==> config.mk <==
export PLATFORM = sky130hd
export DESIGN_NAME = pc_run_ctrl
export DESIGN_NICKNAME = d
export VERILOG_FILES = /design/src/rtl/pc_run_ctrl.sv
export SDC_FILE = /design/constraint.sdc
export NUM_CORES = 1
export LEC_CHECK = 0
export ABC_AREA = 1
export BUFFER_PORTS_ARGS = -buffer_cell sky130_fd_sc_hd__buf_2
export CELL_PAD_IN_SITES_DETAIL_PLACEMENT = 2
export CELL_PAD_IN_SITES_GLOBAL_PLACEMENT = 2
export CORE_MARGIN = 3
export CORE_UTILIZATION = 27
export CTS_BUF_LIST = sky130_fd_sc_hd__clkbuf_4 sky130_fd_sc_hd__clkbuf_8 sky130_fd_sc_hd__clkbuf_16
export DETAILED_ROUTE_END_ITERATION = 16
export PLACE_DENSITY_LB_ADDON = 0.1
export SLEW_MARGIN = 20
export SYNTH_ARGS = -nofsm -noshare
export SYNTH_HDL_FRONTEND = slang
export SYNTH_SLANG_ARGS = --single-unit
export TNS_END_PERCENT = 100
==> constraint.sdc <==
create_clock -name clk_i -period 4.05 [get_ports clk_i]
set_input_delay 0.6075 -clock clk_i [delete_from_list [all_inputs] [get_ports clk_i]]
set_output_delay 0.6075 -clock clk_i [all_outputs]
set_load 0.02 [all_outputs]
==> src/rtl/pc_run_ctrl.sv <==
// pc_run_ctrl -- run/step/clear controller for a single-cycle processor top.
//
// Watches three board-button levels (start, step, clr), reacts once to each
// rising edge, and sequences the processor's PC enable and PC clear so a
// program of instr_num_i instructions can be run, paused, single-stepped and
// cleared. Halts automatically when the PC reaches the end address.
//
// Parameters:
//   CLR_LEN  cycles pc_clr_o is held high per clear (1..15)
//   CNT_W    width of the enabled-cycle counter
//
// Ports:
//   clk_i        clock, all state changes on the rising edge
//   rst_i        synchronous active-high reset
//   start_i      run/pause request (level)
//   step_i       single-step request (level)
//   clr_i        PC clear request (level)
//   pc_i         current PC from the processor
//   instr_num_i  program length in instructions (end PC = instr_num_i*4)
//   pc_run_en_o  PC/processor enable
//   pc_clr_o     PC clear
//   state_o      current FSM state code
//   done_o       high while halted at program end
//   cycle_cnt_o  saturating count of cycles with pc_run_en_o high

module pc_run_ctrl #(
    parameter int CLR_LEN = 2,
    parameter int CNT_W   = 32
) (
    input  logic             clk_i,
    input  logic             rst_i,
    input  logic             start_i,
    input  logic             step_i,
    input  logic             clr_i,
    input  logic [31:0]      pc_i,
    input  logic [31:0]      instr_num_i,
    output logic             pc_run_en_o,
    output logic             pc_clr_o,
    output logic [2:0]       state_o,
    output logic             done_o,
    output logic [CNT_W-1:0] cycle_cnt_o
);

    typedef enum logic [2:0] {
        ST_IDLE  = 3'd0,
        ST_RUN   = 3'd1,
        ST_STEP  = 3'd2,
        ST_HALT  = 3'd3,
        ST_CLEAR = 3'd4
    } state_t;

    localparam logic [3:0]       CLR_LOAD = 4'(CLR_LEN - 1);
    localparam logic [CNT_W-1:0] CNT_MAX  = {CNT_W{1'b1}};
    localparam logic [CNT_W-1:0] CNT_ONE  = {{(CNT_W-1){1'b0}}, 1'b1};

    state_t           state_r;
    state_t           state_nxt_s;
    logic [3:0]       clr_cnt_r;
    logic [3:0]       clr_cnt_nxt_s;
    logic [CNT_W-1:0] cycle_cnt_r;
    logic [CNT_W-1:0] cycle_cnt_nxt_s;
    logic             start_q_r;
    logic             step_q_r;
    logic             clr_q_r;
    // Low for the first cycle after reset so a level already high at
    // release is captured into the edge registers instead of acting.
    logic             armed_r;

    logic             pc_ov_s;
    logic             start_edge_s;
    logic             step_edge_s;
    logic             clr_edge_s;
    logic             run_en_s;
    logic             unused_bits_s;

    // PC is word aligned; only the word index is compared with the length.
    assign pc_ov_s       = (pc_i[31:2] == instr_num_i[29:0]);
    assign unused_bits_s = ^{pc_i[1:0], instr_num_i[31:30]};

    assign start_edge_s = armed_r & start_i & ~start_q_r;
    assign step_edge_s  = armed_r & step_i  & ~step_q_r;
    assign clr_edge_s   = armed_r & clr_i   & ~clr_q_r;

    // State, clear counter, edge registers and cycle counter.
    always_ff @(posedge clk_i) begin
        if (rst_i) begin
            state_r     <= ST_IDLE;
            clr_cnt_r   <= 4'd0;
            cycle_cnt_r <= {CNT_W{1'b0}};
            start_q_r   <= 1'b0;
            step_q_r    <= 1'b0;
            clr_q_r     <= 1'b0;
            armed_r     <= 1'b0;
        end else begin
            state_r     <= state_nxt_s;
            clr_cnt_r   <= clr_cnt_nxt_s;
            cycle_cnt_r <= cycle_cnt_nxt_s;
            start_q_r   <= start_i;
            step_q_r    <= step_i;
            clr_q_r     <= clr_i;
            armed_r     <= 1'b1;
        end
    end

    // Next-state and clear-counter logic; clr beats start beats step.
    always_comb begin
        state_nxt_s   = state_r;
        clr_cnt_nxt_s = clr_cnt_r;
        if (clr_edge_s) begin
            state_nxt_s   = ST_CLEAR;
            clr_cnt_nxt_s = CLR_LOAD;
        end else begin
            case (state_r)
                ST_IDLE: begin
                    if (start_edge_s) begin
                        state_nxt_s = pc_ov_s ? ST_HALT : ST_RUN;
                    end else if (step_edge_s) begin
                        state_nxt_s = pc_ov_s ? ST_HALT : ST_STEP;
                    end else begin
                        state_nxt_s = ST_IDLE;
                    end
                end
                ST_RUN: begin
                    // Reaching the end wins over a pause request.
                    if (pc_ov_s) begin
                        state_nxt_s = ST_HALT;
                    end else if (start_edge_s) begin
                        state_nxt_s = ST_IDLE;
                    end else begin
                        state_nxt_s = ST_RUN;
                    end
                end
                ST_STEP: begin
                    state_nxt_s = ST_IDLE;
                end
                ST_HALT: begin
                    state_nxt_s = ST_HALT;
                end
                ST_CLEAR: begin
                    if (clr_cnt_r == 4'd0) begin
                        state_nxt_s = ST_IDLE;
                    end else begin
                        clr_cnt_nxt_s = clr_cnt_r - 4'd1;
                    end
                end
                default: begin
                    state_nxt_s   = ST_IDLE;
                    clr_cnt_nxt_s = 4'd0;
                end
            endcase
        end
    end

    // Enable decode; in RUN the enable drops in the same cycle the end PC
    // appears so the instruction at the end address never executes.
    always_comb begin
        run_en_s = 1'b0;
        case (state_r)
            ST_RUN:  run_en_s = ~pc_ov_s;
            ST_STEP: run_en_s = 1'b1;
            default: run_en_s = 1'b0;
        endcase
    end

    // Enabled-cycle counter: zeroed by a clear, saturates at all ones.
    always_comb begin
        cycle_cnt_nxt_s = cycle_cnt_r;
        if (clr_edge_s || (state_r == ST_CLEAR)) begin
            cycle_cnt_nxt_s = {CNT_W{1'b0}};
        end else if (run_en_s && (cycle_cnt_r != CNT_MAX)) begin
            cycle_cnt_nxt_s = cycle_cnt_r + CNT_ONE;
        end else begin
            cycle_cnt_nxt_s = cycle_cnt_r;
        end
    end

    // Output decode from the state register.
    always_comb begin
        pc_run_en_o = run_en_s;
        pc_clr_o    = (state_r == ST_CLEAR);
        done_o      = (state_r == ST_HALT);
        state_o     = state_r;
        cycle_cnt_o = cycle_cnt_r;
    end

endmodule
==> reports/metrics.csv, run 1 <==
metric,value,unit
outcome,finished clean,
Sink Count,43,
RSZ-0062 raised after global routing,false,
Setup CP Type,primary input to output pin,
Yosys warnings,0,
final std cells w/o fill,705,
Final HPWL DP,8670,um
CORE AREA,10500,um2
CTS resizes,0,
cell total after placement,698,
fin. max-slew vios,0,
Worst EP arrival,2.24,ns
CP Launch Type,primary input,
Mapped Avg Cell Area,6.30,um2
final critical-path share of the clock period,70.3,%
die width,111,um
Die ar.,12300,um2
CTS max path bufs,2,
Synth Instances,470,
number of global-route vias before repair,3535,
met1 Use GR,21.7,%
starting DRC count in detailed routing,112,
Root Driver,clkbuf_8,
Design Power,0.846,mW
routed wire length,10500,um
reg2reg end,cycle_cnt_o[22],
TritonCTS clock tree,built,
global-route wire length before repair,17600,um
Sequential Power Share,51.1,%
Post-CTS Setup Bufs,0,
switching power,0.242,mW
initial antenna violation count,0,
R2R depth,9,
Worst Setup SP,instr_num_i[14],
FILL cells,1347,
Lkg Pwr,1.64,nW
Inserted Diodes,0,
final setup vio count,0,
Slew @ Worst Pin,0.962,ns
Worst R2R Setup Slack,1.69,ns
Top Usage Layer GRT,met2,
largest net degree at the start of global routing,34,
Max-slew headroom,35.5,%
DR vias,3326,
Logic pwr share,15.8,%
Worst VDD drop,0.109,mV
Layout area overhead,24.0,%
CP Capture Type,output pin,
Clock Latency Late Sink,0.30,ns
Port Buffers,102,
"Net count, final",640,
DRT Pass-1 Iters,4,
Post-Syn Area,2960,um2
GR Util met2,31.3,%
CP endpoint,pc_run_en_o,
total CTS buffers,5,
"Net Count, Synth",541,
grt ovf,0,
Final Skew,0.00812,ns
register area share after synthesis,29.1,%
final hold vios,0,
# H-tree levels,2,
via-per-instance ratio,4.72,
count of cell types in the netlist,26,
GP Congestion,0.866,
crit path max fanout,17,
Row Count,37,
#FFs+latches synth,43,
# IOs,107,
initial core utilization,28.2,%
met3 usage,2.73,%
setup tns final,0,ns
Required @ worst endpoint,3.44,ns
GRT Total Usage,17.2,%
Clock transition at path regs,0.09,ns
Chip Height,111,um
fin crit period,2.85,ns
share of cells above drive strength 1,20.7,%
FMAX,0.351,GHz
Sw Share,28.7,%
ANT nets after route,0,
DR WL/cell,14.9,um
DRC violations left,0,
ratio of total power to cell area,230,nW/um2
worst r2r src,cycle_cnt_o[2],
Max Cap Violations,0,
clock share of power,33.1,%
Internal,0.603,mW
Worst Hold Class,register to register,
"Hold-fix buffers, CTS",0,
final core utilization,34.9,%
## final cells by class
cell class | instances | area, um2 | share of cell area, %
Sequential cell | 43 | 861 | 23.5
Inverter | 55 | 206 | 5.63
Multi-Input combinational cell | 360 | 1820 | 49.7
Clock inverter | 2 | 13.8 | 0.375
Clock buffer | 5 | 68.8 | 1.88
Timing Repair Buffer | 104 | 526 | 14.3
Tap cell | 136 | 170 | 4.64
## power groups by stage
stage | Clock (mW) | Combinational, mW | Sequential (mW)
floorplan | 0 | 0.0788 | 0.443
global placement | 0 | 0.130 | 0.442
detailed placement | 0 | 0.136 | 0.442
CTS | 0.293 | 0.137 | 0.432
global route | 0.310 | 0.152 | 0.433
finish | 0.280 | 0.134 | 0.432
## cells in the mapped netlist (all sizes together)
cell type	instances	area share, %
clkbuf	9	1.1
nand3	46	7.8
ha	2	0.85
o21ai	1	0.17
o211a	1	0.34
xnor2	24	7.1
or2	1	0.21
inv	55	7.0
o211ai	1	0.25
dfxtp	43	29
a211oi	1	0.25
a21oi	36	6.1
nor3b	4	1.2
buf	3	1.1
nor3	19	3.4
nor2	50	6.3
nand3b	2	0.51
a31oi	1	0.21
xor2	27	8.0
nand4	5	1.3
nand2	139	18
## worst min path at each step
stage	from	depth (start not counted)	end
floorplan	clr_cnt_r[1]	2	clr_cnt_r[1]
global route	clr_cnt_r[1]	2	clr_cnt_r[1]
CTS	clr_cnt_r[1]	2	clr_cnt_r[1]
detailed placement	clr_cnt_r[1]	2	clr_cnt_r[1]
finish	clr_cnt_r[1]	2	clr_cnt_r[1]
global placement	clr_cnt_r[1]	2	clr_cnt_r[1]
## worst max-delay path, cell delays in order
cell and delay, ns:
buf_2 0.11, xnor2_1 0.16, nand2_1 0.08, nor2_1 0.09, nand2_1 0.06, nor2_1 0.18
nand2_1 0.13, nand2_1 0.08, nand2_1 0.39, buf_2 0.34
## registers in the layout, indices dropped and copies added (netlist names)
name,count
clr_cnt_r,4
cycle_cnt_o,32
clr_q_r,1
step_q_r,1
armed_r,1
start_q_r,1
state_o,3
## cell usage in the layout, fill, tap and decap left out, types with 2 or more instances in the layout
| cell type | count |
|---|---|
| buf_2 | 102 |
| nor3b_1 | 3 |
| nor3_1 | 18 |
| ha_1 | 2 |
| buf_4 | 2 |
| nor2_1 | 50 |
| nand3b_1 | 2 |
| xnor2_1 | 24 |
| clkbuf_8 | 5 |
| inv_1 | 52 |
| nand4_1 | 4 |
| dfxtp_1 | 43 |
| a21oi_1 | 36 |
| inv_2 | 2 |
| xor2_1 | 27 |
| nand2_1 | 138 |
| nand3_1 | 46 |
## layer usage
layer,vias to the layer above,part of all wire [%]
li1,1678,-
met1,1598,46
met2,46,50
met3,4,3.0
met4,0,0.69
met5,-,0
## logic make-up after synthesis
logic type,Yosys count,share of synthesized area [%]
flip-flops,43,29.1
AND/OR/NAND/NOR,266,38.4
XOR/XNOR,51,15.1
AO/OA/AOI/OAI,41,7.32
buffers and inverters,67,9.26
adder cells (fa/ha/maj),2,0.846
## through the flow
step           cell area, um2  worst slack [ns]  hold slack [ns]
2_1_floorplan            2960              1.84            0.444
3_3_place_gp             3590              1.09            0.455
3_5_place_dp             3590              1.04            0.478
4_1_cts                  3670              1.16            0.492
5_1_grt                  3670             0.948            0.527
6_report                 3670              1.20            0.479
Power figures use the tool's default switching activity.
==> inputs of run 2 (changes only) <==
--- a/config.mk
+++ b/config.mk
@@ -10,7 +10,7 @@
 export CELL_PAD_IN_SITES_DETAIL_PLACEMENT = 2
 export CELL_PAD_IN_SITES_GLOBAL_PLACEMENT = 2
 export CORE_MARGIN = 3
-export CORE_UTILIZATION = 27
+export CORE_UTILIZATION = 25
 export CTS_BUF_LIST = sky130_fd_sc_hd__clkbuf_4 sky130_fd_sc_hd__clkbuf_8 sky130_fd_sc_hd__clkbuf_16
 export DETAILED_ROUTE_END_ITERATION = 16
 export PLACE_DENSITY_LB_ADDON = 0.1
==> constraint.sdc (replaced) <==
create_clock -name clk_i -period 3 [get_ports clk_i]
set_input_delay 0.45 -clock clk_i [delete_from_list [all_inputs] [get_ports clk_i]]
set_output_delay 0.45 -clock clk_i [all_outputs]
set_load 0.02 [all_outputs]
==> reports/metrics.csv, run 2 (synthesis results as in run 1) <==
metric,value,unit,change
Register Area,861,um2,unchanged
Worst Setup SP,instr_num_i[4],,
Max-slew headroom,55.7,%,+20 points
grt ovf,0,,unchanged
Port Buffers,102,,unchanged
final core utilization,33.0,%,-1.9 points
CTS resizes,0,,unchanged
Final HPWL DP,8890,um,+2.5%
DR WL/cell,15.3,um,+2.8%
FILL cells,1457,,+8.2%
DRC violations left,0,,unchanged
DR vias,3387,,+1.8%
Hold Startpoint,clr_i,,
Internal,1.14,mW,+90%
critical path's slowest cell,nand2_2,,
Slew @ Worst Pin,0.663,ns,-0.300 ns
Chip Height,115,um,+3.7%
share of cells above drive strength 1,21.2,%,+0.42 points
Inserted Diodes,0,,unchanged
largest net degree at the start of global routing,33,,-2.9%
"commonest non-fill, non-tap cell in the layout",nand2_1,,
initial antenna violation count,0,,unchanged
Top Layer Used,met4,,
fin crit period,2.44,ns,
global-route wire length before repair,18200,um,+3.1%
GRT Total Usage,17.1,%,-0.082 points
setup tns final,0,ns,unchanged
Buf/Inv on CP,1,,-1
CP Capture Type,register,,
"Hold-fix buffers, CTS",0,,unchanged
via-per-instance ratio,4.74,,+0.41%
TritonCTS clock tree,built,,
Most Frequent Cell on Critical Path,nand2_1,,
final critical-path share of the clock period,81.5,%,
CORE AREA,11500,um2,+9.6%
Final Skew,0.00270,ns,-0.00542 ns
CP Launch Type,primary input,,
Crit path max-delay family,simple AND/OR/NAND/NOR gates,,
CP peak stage delay,0.61,ns,+0.22 ns
Clock transition at path regs,0.06,ns,-0.03 ns
number of global-route vias before repair,3661,,+3.6%
Lkg Pwr,1.70,nW,+3.9%
Sw Share,23.2,%,-5.4 points
crit path max fanout,32,,+15
clock share of power,48.4,%,+15 points
FMAX,0.409,GHz,
Worst Hold Class,primary input to register,,
most frequent cells in the layout,"nand2_1 (138), buf_2 (102), inv_1 (53)",,
Die ar.,13200,um2,+7.6%
initial core utilization,25.7,%,-2.5 points
Required @ worst endpoint,3.21,ns,-0.23 ns
switching power,0.346,mW,+43%
metal2 WL,5520,um,+4.4%
WL met3,313,um,+0.64%
ANT nets after route,0,,unchanged
final setup vio count,0,,unchanged
starting DRC count in detailed routing,100,,-11%
"Net count, final",642,,+0.31%
Layout area overhead,28.5,%,
total CTS buffers,5,,unchanged
DRT Pass-1 Iters,4,,unchanged
Logic pwr share,12.4,%,-3.4 points
die width,115,um,+3.7%
CTS max path bufs,2,,unchanged
Worst VDD drop,0.167,mV,+54%
# H-tree levels,2,,unchanged
outcome,finished clean,,
Row Count,39,,+5.4%
final hold vios,0,,unchanged
ratio of total power to cell area,392,nW/um2,+70%
Design Power,1.49,mW,+76%
worst r2r src,cycle_cnt_o[8],,
Sink Count,43,,unchanged
WL met1,5020,um,+3.7%
GP Congestion,0.790,,-8.8%
Post-CTS Setup Bufs,0,,unchanged
Worst EP arrival,2.65,ns,+0.41 ns
routed wire length,11000,um,+4.3%
# IOs,107,,unchanged
RSZ-0062 raised after global routing,false,,
Sequential Power Share,39.1,%,-12 points
max reg flops,32,,unchanged
Max Cap Violations,0,,unchanged
fin. max-slew vios,0,,unchanged
Setup CP Type,primary input to register,,
"Cell Chain, Critical Path","buf_2, xnor2_1, nand2_1, nor2_1, nand2_1, nor2_1, nand2_1, nand2_1, nand2_1, nand2_2, nand2_1, a21oi_1",,
Clock Latency Late Sink,0.29,ns,about the same
Root Driver,clkbuf_16,,
footprint of the multi-input gates,1820,um2,unchanged
==> run 2: path summary, 6_finish.rpt <==
path                         end  slack (ns)  depth (start not counted)
setup reg to reg  cycle_cnt_o[0]        0.80                          8
hold reg to reg     clr_cnt_r[1]        0.47                          2
setup / recovery  cycle_cnt_o[0]        0.56                         12
hold / removal           clr_q_r        0.37                          3
==> run 2: tightest hold or removal path, delay by kind of cell <==
kind | cells | cell delay, ns
buffers and inverters | 2 | 0.11
and+or+nand+nor | 1 | 0.07
==> run 2: power by group through the flow <==
stage          sequential (mW)  clock, mW  combinational (mW)
6_report                 0.584      0.722               0.185
5_1_grt                  0.584      0.773               0.212
4_1_cts                  0.584      0.746               0.191
3_5_place_dp             0.597          0               0.190
3_3_place_gp             0.596          0               0.179
2_1_floorplan            0.599          0               0.106
==> run 2: routing by layer <==
layer	vias up	GRT usage (%)
met5	-	0
met4	0	3.68
met3	8	2.58
met2	44	31.5
met1	1649	21.2
li1	1686	-
==> run 2: through the flow <==
step	cell area [um2]	setup WS (ns)	cells	hold slack, ns
finish	3800	0.556	715	0.373
CTS	3800	0.416	715	0.367
global placement	3610	0.423	707	0.458
floorplan	2960	1.10	470	0.444
global route	3800	0.228	715	0.385
detailed placement	3610	0.154	707	0.471
==> run 2: area by class of cell <==
type,count,area share [%]
clock buffers,6,3.49
repair buffers,106,14.2
inverters,55,5.43
flip-flops and latches,43,22.6
clock inverters,2,1.58
multi-input cells,360,48.0
well taps,143,4.70
